`config.mk`:
```
export PLATFORM = sky130hd
export DESIGN_NAME = mdu_ctrl
export DESIGN_NICKNAME = d
export VERILOG_FILES = /design/src/rtl/mdu_ctrl.sv
export SDC_FILE = /design/constraint.sdc
export NUM_CORES = 1
export LEC_CHECK = 0
export ABC_CLOCK_PERIOD_IN_PS = 3500
export BUFFER_PORTS_ARGS = -buffer_cell sky130_fd_sc_hd__buf_2
export CORE_MARGIN = 1
export CORE_UTILIZATION = 45
export CTS_CLUSTER_SIZE = 8
export DETAILED_ROUTE_END_ITERATION = 6
export PLACE_DENSITY = 0.66
export SYNTH_ARGS = -nofsm -noshare
export SYNTH_HDL_FRONTEND = slang
export SYNTH_SLANG_ARGS = --single-unit
```
`constraint.sdc`:
```
create_clock -name clk -period 3.5 [get_ports clk]
set_input_delay 0 -clock clk [delete_from_list [all_inputs] [get_ports clk]]
set_output_delay 0 -clock clk [all_outputs]
set_load 0.02 [all_outputs]
```
`src/rtl/mdu_ctrl.sv`:
```
// Iterative radix-2 multiply/divide unit with HI/LO registers and a stall handshake.
// Optional macro MDU_EARLY_OUT_EN: multiply finishes as soon as the remaining multiplier bits are zero.
module mdu_ctrl #(
    parameter int unsigned WIDTH = 32
) (
    input  logic             clk,
    input  logic             rst,
    input  logic             Start,
    input  logic [5:0]       Func,
    input  logic [WIDTH-1:0] A,
    input  logic [WIDTH-1:0] B,
    output logic [WIDTH-1:0] Hi,
    output logic [WIDTH-1:0] Lo,
    output logic [WIDTH-1:0] MfData,
    output logic             Busy,
    output logic             Done,
    output logic             Stall
);

    localparam int unsigned CNT_W = $clog2(WIDTH) + 1;

    localparam logic [5:0] FnMfhi  = 6'd16;
    localparam logic [5:0] FnMthi  = 6'd17;
    localparam logic [5:0] FnMflo  = 6'd18;
    localparam logic [5:0] FnMtlo  = 6'd19;
    localparam logic [5:0] FnMult  = 6'd24;
    localparam logic [5:0] FnMultu = 6'd25;
    localparam logic [5:0] FnDiv   = 6'd26;
    localparam logic [5:0] FnDivu  = 6'd27;

    typedef enum logic [1:0] {StIdle, StMul, StDiv, StFix} state_e;

    state_e               state_q, state_d;
    logic [CNT_W-1:0]     cnt_q, cnt_d;
    logic [2*WIDTH-1:0]   acc_q, acc_d;
    logic [WIDTH-1:0]     opd_q, opd_d;
    logic                 neg_q, neg_d;
    logic                 rneg_q, rneg_d;
    logic                 dz_q, dz_d;
    logic                 div_q, div_d;
    logic [WIDTH-1:0]     hi_q, hi_d;
    logic [WIDTH-1:0]     lo_q, lo_d;
    logic                 done_q, done_d;

    logic                 is_group;
    logic                 op_signed;
    logic                 sign_a, sign_b;
    logic [WIDTH-1:0]     a_abs, b_abs;
    logic [CNT_W-1:0]     cnt_next;
    logic [WIDTH:0]       mul_sum;
    logic [2*WIDTH-1:0]   mul_next;
    logic [WIDTH:0]       rem_sh;
    logic                 div_ok;
    logic [WIDTH-1:0]     div_diff;
    logic [WIDTH-1:0]     rem_new;
    logic [2*WIDTH-1:0]   div_next;
    logic [2*WIDTH-1:0]   prod_fix;
    logic [WIDTH-1:0]     rem_raw, quo_raw;
    logic [WIDTH-1:0]     rem_fix, quo_fix;
`ifdef MDU_EARLY_OUT_EN
    logic [WIDTH-1:0]     rem_mask;
`endif

    assign is_group = (Func inside {FnMfhi, FnMthi, FnMflo, FnMtlo,
                                    FnMult, FnMultu, FnDiv, FnDivu});
    assign op_signed = ~Func[0];
    assign sign_a    = op_signed & A[WIDTH-1];
    assign sign_b    = op_signed & B[WIDTH-1];
    assign a_abs     = sign_a ? -A : A;
    assign b_abs     = sign_b ? -B : B;
    assign cnt_next  = cnt_q - CNT_W'(1);

    // Multiply: acc = {partial product, unshifted multiplier}, shifted right each step.
    assign mul_sum  = {1'b0, acc_q[2*WIDTH-1:WIDTH]} + {1'b0, (acc_q[0] ? opd_q : '0)};
    assign mul_next = {mul_sum, acc_q[WIDTH-1:1]};

    // Restoring divide: acc = {remainder, dividend/quotient}, shifted left each step.
    assign rem_sh   = acc_q[2*WIDTH-1:WIDTH-1];
    assign div_ok   = (rem_sh >= {1'b0, opd_q});
    assign div_diff = rem_sh[WIDTH-1:0] - opd_q;
    assign rem_new  = div_ok ? div_diff : rem_sh[WIDTH-1:0];
    assign div_next = {rem_new, acc_q[WIDTH-2:0], div_ok};

    assign prod_fix = neg_q ? -acc_q : acc_q;
    assign rem_raw  = acc_q[2*WIDTH-1:WIDTH];
    assign quo_raw  = acc_q[WIDTH-1:0];
    assign rem_fix  = rneg_q ? -rem_raw : rem_raw;
    // Divide by zero leaves |A| as remainder, so the sign fixup restores raw A in Hi.
    assign quo_fix  = dz_q ? '1 : (neg_q ? -quo_raw : quo_raw);

`ifdef MDU_EARLY_OUT_EN
    assign rem_mask = ~({WIDTH{1'b1}} << cnt_next);
`endif

    always_comb begin
        state_d = state_q;
        cnt_d   = cnt_q;
        acc_d   = acc_q;
        opd_d   = opd_q;
        neg_d   = neg_q;
        rneg_d  = rneg_q;
        dz_d    = dz_q;
        div_d   = div_q;
        hi_d    = hi_q;
        lo_d    = lo_q;
        done_d  = 1'b0;

        case (state_q)
            StIdle: begin
                if (Start) begin
                    case (Func)
                        FnMult, FnMultu: begin
                            state_d = StMul;
                            cnt_d   = CNT_W'(WIDTH);
                            acc_d   = {{WIDTH{1'b0}}, b_abs};
                            opd_d   = a_abs;
                            neg_d   = sign_a ^ sign_b;
                            rneg_d  = 1'b0;
                            dz_d    = 1'b0;
                            div_d   = 1'b0;
                        end
                        FnDiv, FnDivu: begin
                            state_d = StDiv;
                            cnt_d   = CNT_W'(WIDTH);
                            acc_d   = {{WIDTH{1'b0}}, a_abs};
                            opd_d   = b_abs;
                            neg_d   = sign_a ^ sign_b;
                            rneg_d  = sign_a;
                            dz_d    = (B == '0);
                            div_d   = 1'b1;
                        end
                        FnMthi: hi_d = A;
                        FnMtlo: lo_d = A;
                        default: ;
                    endcase
                end
            end
            StMul: begin
                cnt_d = cnt_next;
                acc_d = mul_next;
`ifdef MDU_EARLY_OUT_EN
                // No multiplier bits left: finish the pending shifts in one go.
                if ((mul_next[WIDTH-1:0] & rem_mask) == '0) begin
                    acc_d   = mul_next >> cnt_next;
                    state_d = StFix;
                end
`else
                if (cnt_q == CNT_W'(1)) state_d = StFix;
`endif
            end
            StDiv: begin
                cnt_d = cnt_next;
                acc_d = div_next;
                if (cnt_q == CNT_W'(1)) state_d = StFix;
            end
            StFix: begin
                state_d = StIdle;
                done_d  = 1'b1;
                if (div_q) begin
                    hi_d = rem_fix;
                    lo_d = quo_fix;
                end else begin
                    {hi_d, lo_d} = prod_fix;
                end
            end
            default: state_d = StIdle;
        endcase
    end

    always_ff @(posedge clk) begin
        if (rst) begin
            state_q <= StIdle;
            cnt_q   <= '0;
            acc_q   <= '0;
            opd_q   <= '0;
            neg_q   <= 1'b0;
            rneg_q  <= 1'b0;
            dz_q    <= 1'b0;
            div_q   <= 1'b0;
            hi_q    <= '0;
            lo_q    <= '0;
            done_q  <= 1'b0;
        end else begin
            state_q <= state_d;
            cnt_q   <= cnt_d;
            acc_q   <= acc_d;
            opd_q   <= opd_d;
            neg_q   <= neg_d;
            rneg_q  <= rneg_d;
            dz_q    <= dz_d;
            div_q   <= div_d;
            hi_q    <= hi_d;
            lo_q    <= lo_d;
            done_q  <= done_d;
        end
    end

    assign Hi     = hi_q;
    assign Lo     = lo_q;
    assign Busy   = (state_q != StIdle);
    assign Done   = done_q;
    assign Stall  = Start & is_group & Busy;
    assign MfData = (Func == FnMfhi) ? hi_q : ((Func == FnMflo) ? lo_q : '0);

endmodule

```
==> flow_metrics.tcl <==
set metrics [dict create \
    die-area_sq_um 35160 \
    antenna_found_initial 2 \
    die_width_um 187.5 \
    synth_edf_count 0 \
    layout_worst_path_cycle_share_pct 96.87 \
    h-tree-depth 4 \
    grt_max_degree 111 \
    finalSetupViolations 0 \
    cap_violations 0 \
    post-route-min-period_ps 3391 \
    grt_util_all_layers_pct 34.51 \
    firstDrtPassIters 5 \
    tightestPinTransition_ps 1174 \
    cts.path.max_buffers 2 \
    drv_slew 0 \
    crit_chain "inv_2, nor2_1, ha_1, nor2b_1, o31a_1, o31ai_2, o21a_1, a311oi_2, a211o_1, a211oi_2, mux2_2, o21ai_0" \
    row_count 67 \
    clk_pin_slew_ps 80 \
    drive_gt1_share_pct 17.36 \
    syn2layout_area_growth_pct 16.48 \
    syn-num-nets 2283 \
    initial_core_util_pct 45.95 \
    place.port_buffers 171 \
    place.gp.congestion 0.9802 \
    synth_area_per_cell_sq_um 7.260 \
    ys_seq_area_share_pct 22.37 \
    grt_pass1_wl_um 94050 \
    critical_path_peak_fanout 8 \
    die_h_um 187.5 \
    clock_sinks 173 \
    ys_ff_latch 173 \
    synthCells 2133 \
    dp_hpwl_um 49320 \
    synthArstFlopShare_pct 0 \
    rsz0062_at_grt "no" \
    hold_viol_final 0 \
    path_class "flop to flop" \
    cp.required_ps 3890 \
    ant_nets 0 \
    cp.arrival_ps 3780 \
    overflow 0 \
    nets 2459 \
    yosys_warnings 0 \
    startpoint_type "flop" \
    cts_buffers 17 \
    timing.critical_path.buf_inv 1 \
    synth_ff_type "dfxtp_1" \
    status "finished clean" \
    fin_hold_ws_ps 19.99 \
    routed_wl_um 62410 \
    fmax_ghz 0.2949 \
    slowest_delay_ps 370 \
    vias 17660 \
    core_region_area_sq_um 33700 \
    hold_path.class "primary input to flop" \
    final.setup_skew_ps 16.26 \
    peakVddDrop_uv 490.2 \
    clock_latency_ps 460 \
    end_kind "flop" \
    setup_tns_ps 0 \
    pwr_density_cell_nw_per_um2 479.9 \
    drc 0 \
    design.portCount 172 \
    clock_tree.root_cell "clkbuf_16" \
    p_leak_nw 7.648 \
    cts_tree "done" \
    cpMaxStageDelayCell "a211oi_2" \
    relSlewSlack_pct 21.43 \
    drt_iter0_drc 2189 \
    grt_pass1_vias 15720 \
    synthesis.area_sq_um 15480 \
    viasPerCell 6.374 \
    path_delay_family "compound AO/OA/AOI/OAI gates" \
    ys_types 99 \
    avgRoutedWirePerCell_um 22.52 \
    postCtsSetupBuffers 0 \
]
[synth_stat cells (5+ instances only)]
cell type / n / area share [%]
or3_1: 14 / 0.57
a31oi_1: 32 / 1.3
a21o_1: 34 / 1.6
nand2_1: 245 / 5.9
a22o_1: 44 / 2.5
inv_1: 82 / 2.0
o22ai_1: 9 / 0.36
a221oi_1: 19 / 1.1
a221o_1: 9 / 0.58
nor3_1: 58 / 1.9
o21bai_1: 6 / 0.29
nor2b_1: 11 / 0.44
o221ai_1: 32 / 1.8
nand2b_1: 16 / 0.65
nor2_1: 182 / 4.4
nand3_1: 40 / 1.3
o21ai_0: 132 / 4.3
and3_1: 15 / 0.61
or4_1: 10 / 0.48
buf_2: 18 / 0.58
buf_1: 5 / 0.12
nand4_1: 14 / 0.57
mux2_2: 5 / 0.36
a211o_1: 8 / 0.45
o31ai_1: 19 / 0.92
xnor2_1: 123 / 7.0
o211ai_1: 30 / 1.5
xor2_1: 52 / 2.9
a21oi_1: 258 / 8.3
nor4_1: 15 / 0.61
clkbuf_1: 125 / 3.0
o41ai_1: 6 / 0.34
nor3b_1: 5 / 0.24
a211oi_1: 21 / 1.0
dfxtp_1: 173 / 22
o21a_1: 9 / 0.44
and2_1: 10 / 0.40
a22oi_1: 28 / 1.4
o31a_1: 7 / 0.40
o21ai_1: 6 / 0.19
mux2i_1: 22 / 1.4
ha_1: 75 / 6.1
[state kept, by name, summed over array words and instances (netlist names)]
register / cells
state_q: 2
acc_q: 64
rneg_q: 1
cnt_q: 6
Done: 1
Lo: 32
dz_q: 1
neg_q: 1
div_q: 1
Hi: 32
opd_q: 32
[per-stage QoR]
step           cells  total power, mW  worst slack, ps  instance area [sq um]  utilization, %
2_1_floorplan   2133            5.174            148.6                  15480               -
3_3_place_gp    2725            6.523            56.92                  17290           51.30
3_5_place_dp    2725            6.561            29.56                  17290           51.30
4_1_cts         2770            8.515            1.763                  18010           53.43
5_1_grt         2771            9.053            4.394                  18040           53.52
6_report        2771            8.655            109.4                  18040           53.52
[power by group]
| group | total, mW | internal [mW] | switching [mW] |
|---|---|---|---|
| Combinational | 4.25 | 1.56 | 2.70 |
| Clock | 1.97 | 0.959 | 1.01 |
| Sequential | 2.44 | 2.17 | 0.265 |
| Total | 8.66 | 4.68 | 3.97 |
[per-layer routing]
layer / share of wire, % / global-route usage, % / routed length (um) / vias up
met5: 0 / 0 / 0 / -
met4: 3.4 / 12.70 / 2144 / 0
met3: 10 / 6.644 / 6415 / 115
met2: 42 / 51.39 / 26520 / 1022
met1: 44 / 49.05 / 27330 / 8397
li1: - / - / - / 8127
[cells by family (layout without fill, tap and decap cells)]
| logic type | after synthesis | count (layout) | share of synthesized area, % |
|---|---|---|---|
| AO/OA/AOI/OAI | 760 | 760 | 32.01 |
| buffers and inverters | 239 | 428 | 6.198 |
| adder cells (fa/ha/maj) | 77 | 77 | 6.319 |
| XOR/XNOR | 175 | 175 | 9.898 |
| flip-flops | 173 | 173 | 22.37 |
| multiplexers | 27 | 27 | 1.786 |
| AND/OR/NAND/NOR | 682 | 682 | 21.42 |
| other | 0 | 1 | 0 |
[worst register-to-register path, stage by stage, from the launching register on]
cell and delay (ps):
dfxtp_1 340, inv_2 170, nor2_1 60, ha_1 330, nor2b_1 170, o31a_1 280
o31ai_2 340, o21a_1 270, a311oi_2 150, a211o_1 350, a211oi_2 370, mux2_2 370
o21ai_0 140
[layout by cell type (no fill, tap or decap), types with 11 or more instances in the layout]
| master | n |
|---|---|
| xor2_1 | 52 |
| o31ai_1 | 18 |
| or3_1 | 14 |
| ha_1 | 74 |
| inv_1 | 81 |
| o211ai_1 | 30 |
| dlygate4sd3_1 | 13 |
| buf_4 | 128 |
| and3_1 | 15 |
| nand3_1 | 40 |
| clkbuf_16 | 17 |
| a21oi_1 | 255 |
| nor4_1 | 14 |
| dfxtp_1 | 173 |
| xnor2_1 | 123 |
| nor2_1 | 179 |
| a31oi_1 | 32 |
| a22oi_1 | 28 |
| o221ai_1 | 32 |
| o21ai_0 | 132 |
| a22o_1 | 44 |
| a21o_1 | 34 |
| a211oi_1 | 20 |
| mux2i_1 | 22 |
| nand2_1 | 245 |
| nand2b_1 | 16 |
| nor3_1 | 58 |
| nand4_1 | 14 |
| a221oi_1 | 18 |
| nor2b_1 | 11 |
| buf_2 | 170 |
[cell type report]
type	count	area, sq um
diodes	1	2.502
clock buffers	17	425.4
clock inverters	15	162.7
fillers	3322	15660
inverters	83	311.5
multi-input cells	1721	11130
flip-flops and latches	173	3463
well taps	448	560.5
repair buffers	313	1982
[final timing paths]
kind,cells after the start,slack (ps),startpoint,endpoint
min reg2reg,2,450,opd_q[7]$_SDFFE_PP0P_,opd_q[7]$_SDFFE_PP0P_
max reg2reg,12,110,acc_q[0]$_SDFFE_PP0P_,acc_q[61]$_SDFFE_PP0P_
max,12,110,acc_q[0]$_SDFFE_PP0P_,acc_q[61]$_SDFFE_PP0P_
min,3,20,A[8],Lo[8]$_SDFFE_PP0P_
[repair_timing]
action,CTS,global route
hold buffers,13,0
endpoints found under the setup margin,0,7
gates resized for setup,0,7
hold endpoints to repair,14,0
Power figures use the tool's default switching activity.
